--- src/rtl/acc_out_port.sv ---
// acc_out_port: buffers accumulator snapshots taken on OUT instructions and
// delivers them, oldest first, to a peripheral over a valid/ready handshake.
// The head entry is shown ahead, so data is visible as soon as it is valid.
module acc_out_port #(
  parameter int DATA_W = 8,
  parameter int DEPTH  = 4,
  parameter int CNT_W  = 3
) (
  input  logic              clk,
  input  logic              rst,
  input  logic              out_wr,
  input  logic [DATA_W-1:0] in_acc,
  input  logic              in_carry,
  input  logic              in_zero,
  output logic              full,
  output logic              empty,
  output logic [CNT_W-1:0]  count,
  output logic              overflow,
  output logic [DATA_W-1:0] port_data,
  output logic [1:0]        port_flags,
  output logic              port_valid,
  input  logic              port_ready
);

  localparam int PTR_W   = $clog2(DEPTH);
  localparam int ENTRY_W = DATA_W + 2;
  localparam logic [CNT_W-1:0] DEPTH_C = CNT_W'(DEPTH);

  logic [ENTRY_W-1:0] mem_reg [DEPTH];
  logic [PTR_W-1:0]   wr_ptr_reg, wr_ptr_next;
  logic [PTR_W-1:0]   rd_ptr_reg, rd_ptr_next;
  logic [CNT_W-1:0]   count_reg, count_next;
  logic               overflow_reg, overflow_next;
  logic               push_ok;
  logic               pop_ok;
  logic [ENTRY_W-1:0] wr_entry;
  logic [ENTRY_W-1:0] head_entry;

  // Status is derived only from the registered count, so a pop in the same
  // cycle never frees room for a push that arrives while full.
  assign full       = (count_reg == DEPTH_C);
  assign empty      = (count_reg == '0);
  assign count      = count_reg;
  assign overflow   = overflow_reg;
  assign port_valid = !empty;

  assign push_ok  = out_wr && !full;
  assign pop_ok   = port_valid && port_ready;
  assign wr_entry = {in_carry, in_zero, in_acc};

  // Next pointers, occupancy and sticky overflow from this cycle's push/pop.
  always_comb begin
    wr_ptr_next   = wr_ptr_reg;
    rd_ptr_next   = rd_ptr_reg;
    count_next    = count_reg;
    overflow_next = overflow_reg;
    if (push_ok) begin
      wr_ptr_next = wr_ptr_reg + PTR_W'(1);
    end
    if (pop_ok) begin
      rd_ptr_next = rd_ptr_reg + PTR_W'(1);
    end
    case ({push_ok, pop_ok})
      2'b10:   count_next = count_reg + CNT_W'(1);
      2'b01:   count_next = count_reg - CNT_W'(1);
      default: count_next = count_reg;
    endcase
    if (out_wr && full) begin
      overflow_next = 1'b1;
    end
  end

  // Control state register; a reset discards every pending entry and any
  // push attempted in the same cycle.
  always_ff @(posedge clk) begin
    if (rst) begin
      wr_ptr_reg   <= '0;
      rd_ptr_reg   <= '0;
      count_reg    <= '0;
      overflow_reg <= 1'b0;
    end else begin
      wr_ptr_reg   <= wr_ptr_next;
      rd_ptr_reg   <= rd_ptr_next;
      count_reg    <= count_next;
      overflow_reg <= overflow_next;
    end
  end

  // Storage is left unreset; each slot captures the snapshot when it is the
  // write target of an accepted push.
  generate
    for (genvar gi = 0; gi < DEPTH; gi++) begin : g_slot
      // Per-slot write enable decoded from the write pointer.
      always_ff @(posedge clk) begin
        if (!rst && push_ok && (wr_ptr_reg == PTR_W'(gi))) begin
          mem_reg[gi] <= wr_entry;
        end
      end
    end
  endgenerate

  // Show-ahead head: the registered slot at rd_ptr drives the port, so there
  // is no combinational path from the accumulator to the peripheral.
  assign head_entry = mem_reg[rd_ptr_reg];
  assign port_data  = head_entry[DATA_W-1:0];
  assign port_flags = head_entry[ENTRY_W-1:DATA_W];

endmodule

--- config.mk ---
export PLATFORM = sky130hd
export DESIGN_NAME = acc_out_port
export DESIGN_NICKNAME = d
export VERILOG_FILES = /design/src/rtl/acc_out_port.sv
export SDC_FILE = /design/constraint.sdc
export NUM_CORES = 1
export LEC_CHECK = 0
export BUFFER_PORTS_ARGS = -buffer_cell sky130_fd_sc_hd__buf_2
export CAP_MARGIN = 20
export CORE_UTILIZATION = 45
export CTS_BUF_LIST = sky130_fd_sc_hd__clkbuf_16
export CTS_CLUSTER_SIZE = 20
export DETAILED_ROUTE_END_ITERATION = 7
export PLACE_DENSITY = 0.66
export SLEW_MARGIN = 10
export SYNTH_ARGS = -nofsm -noshare
export SYNTH_HDL_FRONTEND = slang
export SYNTH_SLANG_ARGS = --single-unit
--- constraint.sdc ---
create_clock -name clk -period 2.9 [get_ports clk]
set_input_delay 0.29 -clock clk [delete_from_list [all_inputs] [get_ports clk]]
set_output_delay 0.29 -clock clk [all_outputs]
set_load 0.02 [all_outputs]
==> results of run 1 <==
==> placed cells by master (no fill, tap or decap), drive strengths merged <==
master / instances
inv: 8
nor2: 6
o31ai: 1
ha: 5
nand2: 1
a21oi: 5
fa: 1
buf: 34
clkinv: 2
nand2b: 3
clkinvlp: 1
or3: 4
o21ai: 3
dfxtp: 10
xor2: 3
mux2i: 1
mux4: 10
clkbuf: 5
edfxtp: 40
nor3b: 5
==> path summary, 6_finish.rpt <==
check / start / endpoint
worst max-delay path: count[2] / count[2]
worst min-delay path: in_acc[1] / mem_reg[1][1]
worst max register to register: count[2] / count[2]
worst min register to register: overflow / overflow
==> worst max-delay path, cell delays in order (launching register included) <==
cell and delay (ps):
dfxtp_1 390, nor3b_2 290, nand2b_1 280, ha_1 220, inv_1 60, fa_1 370, xor2_1 150, or3_1 310
a21oi_1 140
==> layer usage <==
metal,vias up,wire length [um],GRT usage (%)
li1,488,-,-
met1,501,1370,18.5
met4,0,76,9.38
met2,20,1610,27.2
met5,-,0,0
met3,8,118,4.00
==> area by class of cell <==
| cell class | instances | area share (%) |
|---|---|---|
| clock buffer | 5 | 5.37 |
| clock inverter | 3 | 0.913 |
| inverter | 8 | 1.29 |
| multi-input combinational | 48 | 21.9 |
| sequential | 50 | 60.2 |
| tap | 50 | 2.69 |
| timing repair buffer | 34 | 7.73 |
==> synthesized netlist by cell type (2+ instances only) <==
| master | n |
|---|---|
| o21ai_0 | 3 |
| ha_1 | 5 |
| inv_1 | 7 |
| mux4_2 | 10 |
| buf_2 | 2 |
| nor3b_1 | 4 |
| nand2b_1 | 3 |
| a21oi_1 | 5 |
| nor2_1 | 6 |
| or3_1 | 3 |
| dfxtp_1 | 10 |
| edfxtp_1 | 40 |
| xor2_1 | 3 |
==> through the flow <==
stage	power, mW	area [um2]	setup WS (ps)
3_3_place_gp	1.45	2180	719
6_report	2.00	2330	625
5_1_grt	2.11	2330	380
4_1_cts	2.03	2330	612
3_5_place_dp	1.46	2180	626
2_1_floorplan	1.31	1960	420
==> power breakdown <==
part / internal, mW / switching (mW) / total [mW]
Clock: 0.319 / 0.244 / 0.563
Sequential: 0.840 / 0.0854 / 0.926
Combinational: 0.239 / 0.272 / 0.511
==> logic make-up (layout without fill, tap and decap cells) <==
group | Yosys count | after routing | synth area share [%]
buffers and inverters | 12 | 50 | 2.43
AO/OA/AOI/OAI | 9 | 9 | 2.43
flip-flops | 50 | 50 | 71.6
XOR/XNOR | 3 | 3 | 1.34
multiplexers | 11 | 11 | 12.0
AND/OR/NAND/NOR | 19 | 19 | 6.01
adder cells (fa/ha/maj) | 6 | 6 | 4.22
==> flow_summary.json, run 1 <==
{
  "cts.sinks": 50,
  "clock_latency_ps": 280,
  "cts-root-buf": "clkbuf_16",
  "synth_seq_cells": 50,
  "period_needed_ps": 2270,
  "p_leak_nw": 0.850,
  "numCtsBuffers": 5,
  "synth_warnings": 0,
  "rsz0062_at_grt": "no",
  "dp_hpwl_um": 2180,
  "fin_cells": 198,
  "via_per_inst": 5.14,
  "final_util_pct": 57.0,
  "grt_pass1_vias": 1049,
  "drt_iter0_markers": 49,
  "end_kind": "register",
  "num_rows": 23,
  "core-area_um2": 4090,
  "cp.required_ps": 3120,
  "multi_input_area_um2": 509,
  "largest_register_ffs": 40,
  "initial_utilization_pct": 47.9,
  "die_width_um": 68.0,
  "startpoint_type": "register",
  "holdPathStages": 1,
  "grt_pass1_wl_um": 4960,
  "arrival_ps": 2500,
  "fillCellCount": 337,
  "num_io_pins": 31,
  "worstMarginPinSlew_ps": 685,
  "finClkSkew_ps": 3.13,
  "routed_wl_um": 3180,
  "synth.distinct_cells": 22,
  "min_path_type": "in2reg",
  "synth-edff-count": 40,
  "synth.avg_cell_area_um2": 17.8,
  "dr.pass1.iters": 4,
  "register_area_um2": 1400,
  "yosys.area.top_type": "edfxtp_1",
  "synth_area_leaders": "edfxtp_1, mux4_2, dfxtp_1",
  "vias": 1017,
  "track_usage_pct": 16.1,
  "ir_drop_v": 0.000355,
  "status": "complete, no violations",
  "worstPathMaxFanout": 6,
  "rrSetupSlack_ps": 630,
  "drive_gt1_share_pct": 37.2,
  "powerDensity_nw_per_um2": 858,
  "numPlacedInstances": 190,
  "drtAntennaViolNets": 0,
  "relSlewSlack_pct": 54.2,
  "reg2reg_depth": 8,
  "antennaDiodeCount": 0,
  "hold_ws_ps": 218,
  "cts_tree": "done",
  "ctsResizeCount": 0,
  "synth_top_area_share_pct": 61.3,
  "drc_errors": 0,
  "gp_congestion": 0.647,
  "syn-num-nets": 130,
  "die_height_um": 68.0,
  "ys.flop_type": "edfxtp_1",
  "fin_setup_tns_ps": 0,
  "post_cts_buffers": 0,
  "grt-ovfl-total": 0,
  "fmax_mhz": 440,
  "ys_seq_area_share_pct": 71.6,
  "syn_inst": 110,
  "fin_nets": 167,
  "clk_pin_slew_ps": 60,
  "hold_viol_final": 0,
  "setup_viol": 0,
  "syn2layout_area_growth_pct": 19.0,
  "synth-async-reset-ratio_pct": 0,
  "dieArea_um2": 4620,
  "final_min_period_over_clock_period_pct": 78.4,
  "antenna_found_initial": 0,
  "max-cap-violations": 0,
  "slew_violations": 0,
  "wl_per_cell_um": 16.1,
  "path_class": "reg2reg",
  "grt_max_degree": 17,
  "numPortBuffers": 30,
  "htree_levels": 2,
  "holdBufCountCts": 0,
  "cts_max_path_buffers": 2,
  "synth_area_um2": 1960
}
Power figures use the tool's default switching activity.
==> inputs of run 2 (changes only) <==
- clock period: 2.9 -> 2.1 ns (I/O delays scaled with it)
==> flow_summary.json, run 2 (synthesis results as in run 1) <==
{
  "cts.sinks": 50,
  "via_per_inst": 5.27,
  "cts-root-buf": "clkbuf_16",
  "htree_levels": 2,
  "slowest_delay_ps": 370,
  "mostFrequentLayoutCell": "edfxtp_1",
  "num_io_pins": 31,
  "drt-met1-wl_um": 1330,
  "met2WireLength_um": 1720,
  "fillCellCount": 311,
  "slew_violations": 0,
  "drc_errors": 0,
  "max-cap-violations": 0,
  "antennaDiodeCount": 0,
  "fmax_mhz": 503,
  "numPortBuffers": 30,
  "startpoint_type": "register",
  "dr_wl_met3_um": 126,
  "fin_nets": 169,
  "largest_register_ffs": 40,
  "intPower_mw": 2.09,
  "place_ws_ps": 91.0,
  "placed_area_um2": 2230,
  "cp.required_ps": 2300,
  "dieArea_um2": 4620,
  "core-area_um2": 4090,
  "holdPathEnd": "mem_reg[3][6]",
  "vias": 1048,
  "pwr-share-clk_pct": 29.5,
  "setup_ws_ps": 111,
  "final_area_um2": 2390,
  "hold_ws_ps": 143,
  "cts_max_path_buffers": 2,
  "grt_max_degree": 15,
  "period_needed_ps": 1990,
  "multi_input_area_um2": 538,
  "dr.pass1.iters": 4,
  "worstPathMaxFanout": 6,
  "drive_gt1_share_pct": 40.9,
  "cts_tree": "done",
  "syn2layout_area_growth_pct": 22.3,
  "register_area_um2": 1410,
  "hold_viol_final": 0,
  "reg2reg_depth": 8,
  "total_power_mw": 2.92,
  "finClkSkew_ps": 5.56,
  "die_height_um": 68.0,
  "gp_congestion": 0.640,
  "routed_wl_um": 3250,
  "critical-path-slowest-cell": "dfxtp_4",
  "min_path_type": "in2reg",
  "final_min_period_over_clock_period_pct": 94.7,
  "reg2reg_from": "count[0]",
  "holdPathStages": 1,
  "clock_latency_ps": 280,
  "grt_pass1_vias": 1075,
  "setup_viol": 0,
  "path_cells": "nor3b_4, nand2b_4, ha_4, inv_1, fa_2, xor2_1, or3_1, a21oi_1",
  "swShare_pct": 28.3,
  "ir_drop_v": 0.000588,
  "path_class": "reg2reg",
  "highest_layer": "met4",
  "track_usage_pct": 16.5,
  "final_util_pct": 58.6,
  "rrSetupSlack_ps": 110,
  "end_kind": "register",
  "clk_pin_slew_ps": 60,
  "relSlewSlack_pct": 64.3,
  "worstMarginPinSlew_ps": 534,
  "switchingPower_mw": 0.827,
  "status": "complete, no violations",
  "num_rows": 23,
  "drtAntennaViolNets": 0,
  "pwr-share-seq_pct": 42.6,
  "arrival_ps": 2190,
  "powerDensity_nw_per_um2": 1220,
  "initial_utilization_pct": 47.9,
  "hp-start": "in_acc[6]",
  "antenna_found_initial": 0,
  "r2r_end": "count[2]",
  "numCtsBuffers": 5,
  "drt_iter0_markers": 49,
  "wl_per_cell_um": 16.3,
  "die_width_um": 68.0,
  "rsz0062_at_grt": "no",
  "p_comb_share_pct": 27.8,
  "dp_hpwl_um": 2190,
  "grt_pass1_wl_um": 5130,
  "most-common-layout-cells": "edfxtp_1, buf_2, mux4_2",
  "p_leak_nw": 0.869,
  "grt-ovfl-total": 0
}
-- run 2: cell count changes in the layout (fill, tap and decap cells not counted), sizes merged --
| cell | previous run | this run |
|---|---|---|
| buf | 34 | 36 |
| clkinvlp | 1 | 0 |
| clkinv | 2 | 1 |
| bufinv | 0 | 1 |
-- run 2: power by group through the flow --
| stage | Sequential [mW] | Combinational [mW] | Clock [mW] |
|---|---|---|---|
| finish | 1.24 | 0.812 | 0.862 |
| global route | 1.25 | 0.889 | 0.909 |
| CTS | 1.24 | 0.822 | 0.874 |
| detailed placement | 1.26 | 0.815 | 0 |
| global placement | 1.25 | 0.800 | 0 |
| floorplan | 1.26 | 0.585 | 0 |
-- run 2: worst max path at each step --
| stage | startpoint | depth (start not counted) | to |
|---|---|---|---|
| 2_1_floorplan | count[2] | 9 | count[2] |
| 5_1_grt | count[0] | 8 | count[2] |
| 4_1_cts | count[0] | 8 | count[2] |
| 6_report | count[0] | 8 | count[2] |
| 3_3_place_gp | count[0] | 8 | count[2] |
| 3_5_place_dp | count[0] | 8 | count[2] |
-- run 2: routing by layer --
layer,track usage (%),vias to the layer above
li1,-,495
met4,9.64,0
met1,18.3,522
met3,4.17,6
met2,28.6,25
met5,0,-
-- run 2: repair_timing --
action / CTS / global route
endpoints found under the setup margin: 0 / 1
buffers inserted: 0 / 1
hold buffers: 0 / 0
gates resized for setup: 0 / 0
-- run 2: cell type report --
cell class | count | area share (%)
tap | 50 | 2.61
inverter | 8 | 1.25
sequential | 50 | 58.9
clock inverter | 2 | 1.41
clock buffer | 5 | 5.22
multi-input combinational | 48 | 22.5
timing repair buffer | 36 | 8.15
-- run 2: through the flow --
stage	TNS, ps	std cells
floorplan	-54.5	110
global placement	0	191
detailed placement	0	191
CTS	0	198
global route	0	199
finish	0	199
-- run 2: critical path, delay by kind of cell, from the launching register on --
family	cells	cell delay (ps)
AND/OR/NAND/NOR	3	770
adder cells (fa/ha/maj)	2	460
flip-flops	1	370
XOR/XNOR	1	150
AO/OA/AOI/OAI	1	120
buffers and inverters	1	50
